--- src/rtl/seg7_pkg.sv ---
// Shared constants and helpers for the multiplexed 7-segment display controller.
// Glyphs are active low, bit order {g,f,e,d,c,b,a}.
package seg7_pkg;

  localparam logic [6:0] SEG_BLANK = 7'h7F;

  // Entry 0 is the rightmost element: glyphs for 0..9 then A,b,C,d,E,F.
  localparam logic [15:0][6:0] GLYPH_TABLE = {
    7'h0E, 7'h06, 7'h21, 7'h46, 7'h03, 7'h08, 7'h10, 7'h00,
    7'h78, 7'h02, 7'h12, 7'h19, 7'h30, 7'h24, 7'h79, 7'h40
  };

  typedef struct packed {
    logic [6:0] seg;
    logic       dp;
  } seg7_drive_t;

  localparam seg7_drive_t DRIVE_OFF = '{seg: SEG_BLANK, dp: 1'b1};

  function automatic logic [6:0] seg7_glyph(input logic [3:0] code, input logic hex_mode);
    if (hex_mode || (code < 4'd10)) begin
      return GLYPH_TABLE[code];
    end else begin
      return SEG_BLANK;
    end
  endfunction

  function automatic int unsigned seg7_ticks(input int unsigned clock_hz, input int unsigned ms);
    return (clock_hz / 1000) * ms;
  endfunction

  function automatic int unsigned seg7_cnt_w(input int unsigned count);
    if (count <= 1) begin
      return 1;
    end else begin
      return $clog2(count);
    end
  endfunction

endpackage

--- src/rtl/seg7_tick_div.sv ---
// Terminal-count divider: counts 0..COUNT-1 while enabled, flags the terminal
// count, and clears synchronously on clr_i (clear wins over counting).
module seg7_tick_div
  import seg7_pkg::*;
#(
  parameter int unsigned COUNT = 2,
  parameter int unsigned CNT_W = seg7_cnt_w(COUNT)
) (
  input  logic             clk,
  input  logic             rst_n,
  input  logic             en_i,
  input  logic             clr_i,
  output logic [CNT_W-1:0] cnt_o,
  output logic             tick_o
);

  localparam logic [CNT_W-1:0] LAST = CNT_W'(COUNT - 1);

  logic [CNT_W-1:0] cnt_q;
  logic [CNT_W-1:0] cnt_d;

  assign tick_o = en_i && (cnt_q == LAST);
  assign cnt_o  = cnt_q;

  // next count: clear, wrap at terminal count, or hold when disabled
  always_comb begin
    cnt_d = cnt_q;
    if (clr_i) begin
      cnt_d = '0;
    end else if (en_i) begin
      if (cnt_q == LAST) begin
        cnt_d = '0;
      end else begin
        cnt_d = cnt_q + 1'b1;
      end
    end else begin
      cnt_d = cnt_q;
    end
  end

  // count register
  always_ff @(posedge clk or negedge rst_n) begin
    if (!rst_n) begin
      cnt_q <= '0;
    end else begin
      cnt_q <= cnt_d;
    end
  end

endmodule

--- src/rtl/seg7_mux_ndigit.sv ---
// N-digit multiplexed common-anode 7-segment controller with PWM dimming,
// hex glyphs, leading-zero suppression, per-digit blink and ghost blanking.
module seg7_mux_ndigit
  import seg7_pkg::*;
#(
  parameter int unsigned NUM_DIGITS    = 4,
  parameter int unsigned CLOCK_FREQ_HZ = 100_000_000,
  parameter int unsigned DIGIT_HZ      = 1000,
  parameter int unsigned DIM_BITS      = 4,
  parameter int unsigned GHOST_CYCLES  = 16,
  parameter int unsigned UPDATE_MS     = 200,
  parameter int unsigned BLINK_MS      = 500
) (
  input  logic                    clk,
  input  logic                    rst_n,
  input  logic                    en_i,
  input  logic                    dim_up_pls_i,
  input  logic                    dim_dwn_pls_i,
  output logic [DIM_BITS-1:0]     dim_val_o,
  input  logic [4*NUM_DIGITS-1:0] x_i,
  input  logic [NUM_DIGITS-1:0]   x_dp_i,
  input  logic [NUM_DIGITS-1:0]   blink_i,
  input  logic                    hex_mode_i,
  input  logic                    lz_suppress_i,
  input  logic                    load_now_i,
  output logic [6:0]              seg_o,
  output logic                    dp_o,
  output logic [NUM_DIGITS-1:0]   an_o
);

  localparam int unsigned SLOT_CYCLES   = CLOCK_FREQ_HZ / DIGIT_HZ;
  localparam int unsigned UPDATE_CYCLES = seg7_ticks(CLOCK_FREQ_HZ, UPDATE_MS);
  localparam int unsigned BLINK_CYCLES  = seg7_ticks(CLOCK_FREQ_HZ, BLINK_MS);
  localparam int unsigned SLOT_W        = seg7_cnt_w(SLOT_CYCLES);
  localparam int unsigned UPD_W         = seg7_cnt_w(UPDATE_CYCLES);
  localparam int unsigned BLK_W         = seg7_cnt_w(BLINK_CYCLES);
  localparam int unsigned DIG_W         = seg7_cnt_w(NUM_DIGITS);

  localparam logic [SLOT_W-1:0]     GHOST_END = SLOT_W'(GHOST_CYCLES);
  localparam logic [DIM_BITS-1:0]   DIM_RESET = DIM_BITS'(1 << (DIM_BITS - 1));
  localparam logic [DIM_BITS-1:0]   DIM_MAX   = '1;
  localparam logic [DIG_W-1:0]      DIG_LAST  = DIG_W'(NUM_DIGITS - 1);
  localparam logic [NUM_DIGITS-1:0] AN_ONE    = NUM_DIGITS'(1);

  if ((NUM_DIGITS < 2) || (NUM_DIGITS > 8)) begin : g_chk_digits
    $error("seg7_mux_ndigit: NUM_DIGITS must be within 2..8");
  end
  if (SLOT_CYCLES <= (GHOST_CYCLES + (1 << DIM_BITS))) begin : g_chk_slot
    $error("seg7_mux_ndigit: SLOT_CYCLES must exceed GHOST_CYCLES + 2**DIM_BITS");
  end

  logic [SLOT_W-1:0]     slot_cnt_s;
  logic                  slot_tick_s;
  logic [UPD_W-1:0]      upd_cnt_s;
  logic                  upd_tick_s;
  logic [BLK_W-1:0]      blink_cnt_s;
  logic                  blink_tick_s;
  logic                  unused_cnt_s;

  logic [DIG_W-1:0]        dig_q, dig_d;
  logic [DIM_BITS-1:0]     pwm_q, pwm_d;
  logic [DIM_BITS-1:0]     dim_q, dim_d;
  logic                    blink_ph_q, blink_ph_d;
  logic [4*NUM_DIGITS-1:0] disp_x_q, disp_x_d;
  logic [NUM_DIGITS-1:0]   disp_dp_q, disp_dp_d;
  logic [NUM_DIGITS-1:0]   disp_blink_q, disp_blink_d;
  logic                    latch_s;

  logic [NUM_DIGITS-1:0] supp_s;
  logic                  zero_run;
  logic [3:0]            cur_nib_s;
  logic                  cur_dp_s;
  logic                  lit_s;

  seg7_drive_t           drv_q, drv_d;
  logic [NUM_DIGITS-1:0] an_q, an_d;

  seg7_tick_div #(.COUNT(SLOT_CYCLES)) u_slot_div (
    .clk    (clk),
    .rst_n  (rst_n),
    .en_i   (en_i),
    .clr_i  (1'b0),
    .cnt_o  (slot_cnt_s),
    .tick_o (slot_tick_s)
  );

  // load_now restarts the update interval as well as forcing the latch
  seg7_tick_div #(.COUNT(UPDATE_CYCLES)) u_update_div (
    .clk    (clk),
    .rst_n  (rst_n),
    .en_i   (en_i),
    .clr_i  (load_now_i),
    .cnt_o  (upd_cnt_s),
    .tick_o (upd_tick_s)
  );

  seg7_tick_div #(.COUNT(BLINK_CYCLES)) u_blink_div (
    .clk    (clk),
    .rst_n  (rst_n),
    .en_i   (en_i),
    .clr_i  (1'b0),
    .cnt_o  (blink_cnt_s),
    .tick_o (blink_tick_s)
  );

  assign unused_cnt_s = ^{upd_cnt_s, blink_cnt_s};
  assign latch_s      = load_now_i || upd_tick_s;

  // scan, dimming, blink and latch next-state
  always_comb begin
    dig_d        = dig_q;
    pwm_d        = pwm_q;
    dim_d        = dim_q;
    blink_ph_d   = blink_ph_q;
    disp_x_d     = disp_x_q;
    disp_dp_d    = disp_dp_q;
    disp_blink_d = disp_blink_q;

    if (slot_tick_s) begin
      if (dig_q == '0) begin
        dig_d = DIG_LAST;
      end else begin
        dig_d = dig_q - 1'b1;
      end
    end else begin
      dig_d = dig_q;
    end

    if (en_i) begin
      pwm_d = pwm_q + 1'b1;
    end else begin
      pwm_d = pwm_q;
    end

    // simultaneous up and down pulses cancel
    if (dim_up_pls_i && !dim_dwn_pls_i) begin
      if (dim_q != DIM_MAX) begin
        dim_d = dim_q + 1'b1;
      end else begin
        dim_d = dim_q;
      end
    end else if (dim_dwn_pls_i && !dim_up_pls_i) begin
      if (dim_q != '0) begin
        dim_d = dim_q - 1'b1;
      end else begin
        dim_d = dim_q;
      end
    end else begin
      dim_d = dim_q;
    end

    if (blink_tick_s) begin
      blink_ph_d = !blink_ph_q;
    end else begin
      blink_ph_d = blink_ph_q;
    end

    if (latch_s) begin
      disp_x_d     = x_i;
      disp_dp_d    = x_dp_i;
      disp_blink_d = blink_i;
    end else begin
      disp_x_d     = disp_x_q;
      disp_dp_d    = disp_dp_q;
      disp_blink_d = disp_blink_q;
    end
  end

  // state registers
  always_ff @(posedge clk or negedge rst_n) begin
    if (!rst_n) begin
      dig_q        <= DIG_LAST;
      pwm_q        <= '0;
      dim_q        <= DIM_RESET;
      blink_ph_q   <= 1'b0;
      disp_x_q     <= '0;
      disp_dp_q    <= '0;
      disp_blink_q <= '0;
    end else begin
      dig_q        <= dig_d;
      pwm_q        <= pwm_d;
      dim_q        <= dim_d;
      blink_ph_q   <= blink_ph_d;
      disp_x_q     <= disp_x_d;
      disp_dp_q    <= disp_dp_d;
      disp_blink_q <= disp_blink_d;
    end
  end

  // a digit is a leading zero while it and everything left of it is a bare zero
  always_comb begin
    zero_run = 1'b1;
    supp_s   = '0;
    for (int j = int'(NUM_DIGITS) - 1; j >= 0; j--) begin
      zero_run  = zero_run && (disp_x_q[4*j +: 4] == 4'd0) && !disp_dp_q[j];
      supp_s[j] = lz_suppress_i && zero_run && (j != 0);
    end
  end

  // current digit selection and lit decision
  always_comb begin
    cur_nib_s = disp_x_q[{dig_q, 2'b00} +: 4];
    cur_dp_s  = disp_dp_q[dig_q];
    lit_s     = (pwm_q < dim_q)
             && !(disp_blink_q[dig_q] && blink_ph_q)
             && !supp_s[dig_q];
  end

  // output drive next-state
  always_comb begin
    an_d  = '1;
    drv_d = DRIVE_OFF;
    if (!en_i) begin
      an_d  = '1;
      drv_d = DRIVE_OFF;
    end else if (slot_cnt_s < GHOST_END) begin
      an_d  = '1;
      drv_d = DRIVE_OFF;
    end else begin
      an_d = ~(AN_ONE << dig_q);
      if (lit_s) begin
        drv_d.seg = seg7_glyph(cur_nib_s, hex_mode_i);
        drv_d.dp  = !cur_dp_s;
      end else begin
        drv_d = DRIVE_OFF;
      end
    end
  end

  // registered display pins
  always_ff @(posedge clk or negedge rst_n) begin
    if (!rst_n) begin
      an_q  <= '1;
      drv_q <= DRIVE_OFF;
    end else begin
      an_q  <= an_d;
      drv_q <= drv_d;
    end
  end

  assign an_o      = an_q;
  assign seg_o     = drv_q.seg;
  assign dp_o      = drv_q.dp;
  assign dim_val_o = dim_q;

endmodule

--- config.mk ---
export PLATFORM = sky130hd
export DESIGN_NAME = seg7_mux_ndigit
export DESIGN_NICKNAME = d
export VERILOG_FILES = /design/src/rtl/seg7_pkg.sv /design/src/rtl/seg7_tick_div.sv /design/src/rtl/seg7_mux_ndigit.sv
export SDC_FILE = /design/constraint.sdc
export NUM_CORES = 1
export LEC_CHECK = 0
export ABC_AREA = 1
export CELL_PAD_IN_SITES_DETAIL_PLACEMENT = 1
export CELL_PAD_IN_SITES_GLOBAL_PLACEMENT = 2
export CORE_MARGIN = 5
export CORE_UTILIZATION = 34
export CTS_CLUSTER_SIZE = 25
export DETAILED_ROUTE_END_ITERATION = 8
export PLACE_DENSITY_LB_ADDON = 0.08
export SLEW_MARGIN = 10
export SYNTH_ARGS = -nofsm -noshare
export SYNTH_HDL_FRONTEND = slang
export SYNTH_SLANG_ARGS = --single-unit
--- constraint.sdc ---
create_clock -name clk -period 2.18 [get_ports clk]
set_input_delay 0.218 -clock clk [delete_from_list [all_inputs] [get_ports clk]]
set_output_delay 0.218 -clock clk [all_outputs]
set_load 0.01 [all_outputs]
**Word level (Yosys, flattened, before mapping)**

Memories as Yosys holds them, arrays and structs flattened.
Index checks and enable logic that the tools add are counted.
W data, S select, Z words.

- ROM bits: 112
- Bits in registers: 115
- Output and inout port bits: 16
- RAM bits: 0
- Logic and storage cells: 93
- Input port bits: 32
- Latch bits: 0
- Memories: 1

Memory list:

| memory | words | bits a word | rd ports | clocked after memory_dff | wr ports | RTL line | text |
|---|---|---|---|---|---|---|---|
| (no name shown) | 16 | 7 | 1 | 0 | 0 | seg7_pkg.sv:22 | `return GLYPH_TABLE[code];` |

- Order comparisons: 5
- Reduce and logical (&&, ||, !) cells: 36
- Bitwise operators: 1
- Multiplexer cells: 23
- Shifts and indexed selects: 2
- $add $sub $neg: 7
- Equal/unequal tests: 5
- Multiply operators: 0
- Divide/modulo/power cells: 0

Operator list:

| kind | number |
|---|---|
| $mux W25 | 3 |
| $add A26 B1 Y26 const B | 1 |
| $eq A26 B26 Y1 const B | 1 |
| $mux W26 | 1 |
| $add A25 B1 Y25 const B | 1 |
| $eq A25 B25 Y1 const B | 1 |
| $mux W4 | 6 |
| $mux W8 | 3 |
| $add A17 B1 Y17 const B | 1 |
| $eq A17 B17 Y1 const B | 1 |
| $lt A17 B5 Y1 const B | 1 |
| $mux W17 | 1 |
| $logic_and A1 B1 Y1 | 16 |
| $shiftx A16 B5 Y4 | 1 |
| $mux W7 | 2 |
| $logic_not A4 Y1 | 3 |
| $logic_not A1 Y1 | 9 |
| $add A4 B1 Y4 const B | 2 |
| $bmux W1 S2 | 3 |
| $reduce_bool A2 Y1 | 3 |
| $lt A4 B5 Y1 const B | 1 |
| $lt A4 B4 Y1 | 1 |
| $lt A4 B4 Y1 const B | 1 |
| $ne A4 B4 Y1 const B | 1 |
| 12 further kinds | 15 |

**Depth between registers and ports, before layout**

- Depth after elaboration: 14
- Mapped depth: 13
- Depth with buffers taken out: 12

**Modules after synthesis**

From an unflattened synthesis, not the netlist that was laid out.

- Cell total of the unflattened synthesis: 938
- Area, all modules: 7,150.6 µm²

Modules (own cells, without submodules):

| module | times used | cells an instance | seq. area each (µm²) | area an instance (µm²) |
|---|---|---|---|---|
| seg7_mux_ndigit | 1 | 289 | 1,194.9 | 2,648.8 |
| seg7_tick_div (u_blink_div) | 1 | 246 | 650.6 | 1,687.9 |
| seg7_tick_div (u_update_div) | 1 | 227 | 625.6 | 1,620.3 |
| seg7_tick_div (u_slot_div) | 1 | 176 | 425.4 | 1,193.6 |

**Worst setup path before layout**

Ideal clock, no wire load.

- Path type: flip-flop to flip-flop
- Start: reg dig_q[0]
- End: reg drv_q (netlist bit seg_o[0])
- Clock period less this slack: 1.744 ns
- Slack: 0.436 ns
- Data arrival time: 1.684 ns
- Setup time: 0.060 ns
- Data required time: 2.120 ns
- Cell stages (with the launch flop): 13
- Path buffers: 1
- Cell sequence: dfstp_2 buf_2 nand2_1 nand3_1 nand2_1 inv_1 ha_1 inv_1 o21ai_0 nand2_1 nand2_1 inv_1 nand2_1

RTL lines:

| item | RTL line | text |
|---|---|---|
| start: declaration | seg7_mux_ndigit.sv:60 | `logic [DIG_W-1:0] dig_q, dig_d;` |
| start signal: assignment | seg7_mux_ndigit.sv:180 | `dig_q <= dig_d;` |
| end signal: assignment | seg7_mux_ndigit.sv:237 | `drv_q <= drv_d;` |
| end: declaration | seg7_mux_ndigit.sv:75 | `seg7_drive_t drv_q, drv_d;` |

**Final worst setup path**

- Start: reg u_update_div.cnt_q[0], in the netlist u_update_div.cnt_o[0]
- End: reg disp_blink_q[2]

- Word-level cells in the longest chain between the ends: 3

RTL lines:

| item | RTL line | text |
|---|---|---|
| start: declaration | seg7_tick_div.sv:19 | `logic [CNT_W-1:0] cnt_q;` |
| start signal: assignment | seg7_tick_div.sv:46 | `cnt_q <= cnt_d;` |
| $eq A25 B25 Y1 | seg7_tick_div.sv:22 | `assign tick_o = en_i && (cnt_q == LAST);` |
| $logic_and A1 B1 Y1 | seg7_tick_div.sv:22 |  |
| $logic_or A1 B1 Y1 | seg7_mux_ndigit.sv:107 | `assign latch_s = load_now_i \|\| upd_tick_s;` |
| end signal: assignment | seg7_mux_ndigit.sv:186 | `disp_blink_q <= disp_blink_d;` |
| end: declaration | seg7_mux_ndigit.sv:66 | `logic [NUM_DIGITS-1:0] disp_blink_q, disp_blink_d;` |

Every way passes these cells.
A chain may end at the register's enable or synchronous reset.

==> impl_metrics.env <==
export IMPL_status="completed"
export IMPL_p_leak_nw=4.08
export IMPL_max_clock_path_buffers=2
export IMPL_route_detailed_drc=0
export IMPL_yosys_warnings=0
export IMPL_via_count=6237
export IMPL_yosys_top_cells_area="dfrtp_1 (37%), nand2_1 (17%), nor2_1 (7.9%)"
export IMPL_synth_simple_area_share_pct=37.1
export IMPL_rsz0062_at_grt="false"
export IMPL_grt_use_total_pct=18.4
export IMPL_dpl_hpwl_um=15000
export IMPL_min_period_ns=1.98
export IMPL_cpMaxStageDelayCell="dfrtp_1"
export IMPL_worst_pin_slew_ns=0.469
export IMPL_grt_overflow_total=0
export IMPL_dieHeight_um=151
export IMPL_finClkSkew_ns=0.00878
export IMPL_clock_latency_ns=0.42
export IMPL_h_tree_depth=4
export IMPL_drtPass1Iterations=4
export IMPL_timing_final_crit_share_pct=90.9
export IMPL_cp_top_family="simple AND/OR/NAND/NOR gates"
export IMPL_setup_violations_final=0
export IMPL_num_rows=51
export IMPL_port_buffers=47
export IMPL_vias_per_cell=4.80
export IMPL_cp_required_ns=2.48
export IMPL_critPathBufInv=1
export IMPL_post_place_ws_ns=0.0134
export IMPL_die_x_um=151
export IMPL_grt_pass1_wl_um=33200
export IMPL_dp_cells=1266
export IMPL_synth_xor_area_share_pct=3.24
export IMPL_area_delta_synth_final_pct=23.6
export IMPL_final_util_pct=42.8
export IMPL_finish_net_count=1074
export IMPL_syn_num_nets=994
export IMPL_critPathCaptureType="flop"
export IMPL_finalHoldViolCount=0
export IMPL_worstPathArrival_ns=2.28
export IMPL_tns_ns=0
export IMPL_wire_per_inst_um=15.3
export IMPL_synth_cell_types=37
export IMPL_root_buffer="clkbuf_16"
export IMPL_yosysTopAreaCellShare_pct=37.0
export IMPL_max_freq_ghz=0.505
export IMPL_finalMaxSlewViolations=0
export IMPL_ant_nets=0
export IMPL_critPathLaunchType="flop"
export IMPL_routabilityCongestion=0.807
export IMPL_clk_pin_slew_ns=0.06
export IMPL_initial_core_util_pct=34.6
export IMPL_clock_sinks=115
export IMPL_avgSynthCellArea_um2=7.18
export IMPL_synth_largest_area_cell="dfrtp_1"
export IMPL_coreArea_um2=19500
export IMPL_synth_cell_area_um2=6760
export IMPL_dieArea_um2=22800
export IMPL_power_density_nw_per_um2=856
export IMPL_cts_setup_buffers=0
export IMPL_min_path_type="in -> async"
export IMPL_fill_cells=2448
export IMPL_synth_mux_area_share_pct=0
export IMPL_slowest_delay_ns=0.42
export IMPL_relSlewSlack_pct=68.6
export IMPL_grt_antenna_before_repair=1
export IMPL_io_pins=48
export IMPL_drive_above_1_share_pct=9.09
export IMPL_synth_compound_area_share_pct=4.68
export IMPL_synth_adder_area_share_pct=4.00
export IMPL_syn_inst=941
export IMPL_path_cells="ha_1 -> nand3_2 -> inv_1 -> nand2_2 -> nor2_2 -> nand2_2 -> nand2_2 -> nand2_4 -> nand2_1 -> nand2_1"
export IMPL_cts_tree="done"
export IMPL_grt_pass1_vias=6449
export IMPL_routed_wirelength_um=19900
export IMPL_synth_top_family_by_area="simple AND/OR/NAND/NOR gates"
export IMPL_timing_final_ws_setup_ns=0.199
export IMPL_grt_max_degree=38
export IMPL_ys_ff_latch=115
export IMPL_maxCapViolCount=0
export IMPL_peakVddDrop_mv=0.478
export IMPL_seq_area_frac_synth_pct=42.9
export IMPL_drtIter0Drc=235
export IMPL_crit_top_cell="nand2_2"
export IMPL_cp_max_fo=37
export IMPL_final_cells=1300
export IMPL_crit_type="reg -> reg"
export IMPL_cts_made_buffers=17
[per-layer routing]
| layer | track usage [%] | vias up | wire, um |
|---|---|---|---|
| met5 | 0 | - | 0 |
| met4 | 4.99 | 0 | 293 |
| met3 | 3.17 | 22 | 427 |
| met2 | 30.2 | 58 | 9400 |
| met1 | 25.0 | 3016 | 9750 |
| li1 | - | 3141 | - |
[cell usage in the layout (no fill, tap or decap), types with 2 or more instances in the layout]
master and instances:
nand2_1 300, nor2_1 142, inv_1 112, dfrtp_1 100, nand3_1 80, clkdlybuf4s50_1 46, nand4_1 30, o21ai_0 28
buf_4 27, ha_1 20, a21oi_1 19, nor3_1 19, xor2_1 19, clkbuf_16 17, dfstp_2 15, xnor2_1 6
bufinv_16 5, nor2_4 4, nand2_2 4, clkinv_2 4, or2_2 3, o21bai_1 3, nor2_2 3, clkbuf_1 3
buf_12 3, inv_2 2, o211ai_1 2, nor4_1 2, clkbuf_8 2
[cell families after synthesis]
| logic type | Yosys count |
|---|---|
| AOI/OAI and AO/OA | 57 |
| xor gates and xnor gates | 25 |
| adders and majority gates | 21 |
| buffers and inverters | 131 |
| DFF | 115 |
| and+or+nand+nor | 592 |
[power by group]
group          total, mW  switching, mW  internal [mW]  leakage, nW
Combinational       1.30          0.705          0.598         2.37
Sequential          2.74          0.303           2.44         1.39
Clock               3.10           1.02           2.08        0.318
[state kept, by name, indices dropped and copies added (netlist names)]
register and cells:
u_blink_div.cnt_o 26, an_o 4, blink_ph_q 1, dig_q 2, disp_blink_q 4, dim_val_o 4
u_update_div.cnt_o 25, seg_o 7, u_slot_div.cnt_o 17, pwm_q 4, disp_dp_q 4, dp_o 1
disp_x_q 16
[cells in the mapped netlist (all sizes together)]
cell,number
a21o,1
buf,13
o21ai,29
or2,3
nor2,149
nor3b,1
ha,20
dfrtp,100
nand3,81
a21oi,19
clkinv,1
fa,1
nand4,30
o21bai,3
xor2,19
o22ai,1
a21boi,1
clkbuf,3
a31oi,1
dfstp,15
nor3,20
nor4,2
o211ai,2
nand3b,1
inv,114
nand2,305
xnor2,6
[stage by stage]
step           hold WS (ns)  power, mW  cell area [um^2]
6_report              0.301       7.15              8350
5_1_grt               0.343       7.58              8350
4_1_cts               0.291       7.28              8350
3_5_place_dp          0.201       4.10              7700
3_3_place_gp          0.202       4.07              7700
2_1_floorplan       -0.0776       3.53              6760
[path summary, 6_finish.rpt]
path	from	endpoint	slack (ns)	cells after the start
min	rst_n	u_blink_div.cnt_o[11]	0.30	2
max reg2reg	u_update_div.cnt_o[0]	disp_blink_q[2]	0.20	10
max in group asynchronous	rst_n	seg_o[2]	1.23	3
min reg2reg	pwm_q[3]	pwm_q[3]	0.48	1
min in group clk	x_dp_i[1]	disp_dp_q[1]	0.34	3
max	u_update_div.cnt_o[0]	disp_blink_q[2]	0.20	10
[repair_timing]
action | in CTS | in global routing
gates resized for setup | 0 | 0
hold buffers | 1 | 0
hold endpoints to repair | 19 | 0
[cell type report]
type                    instances  area, um^2  area share, %
flip-flops and latches        115        2900           34.7
clock buffers                  22         464           5.56
repair buffers                 77         733           8.78
clock inverters                10         179           2.14
inverters                     115         432           5.17
diodes                          1        2.50         0.0300
multi-input cells             695        3310           39.7
well taps                     265         332           3.97
Power figures use the tool's default switching activity.
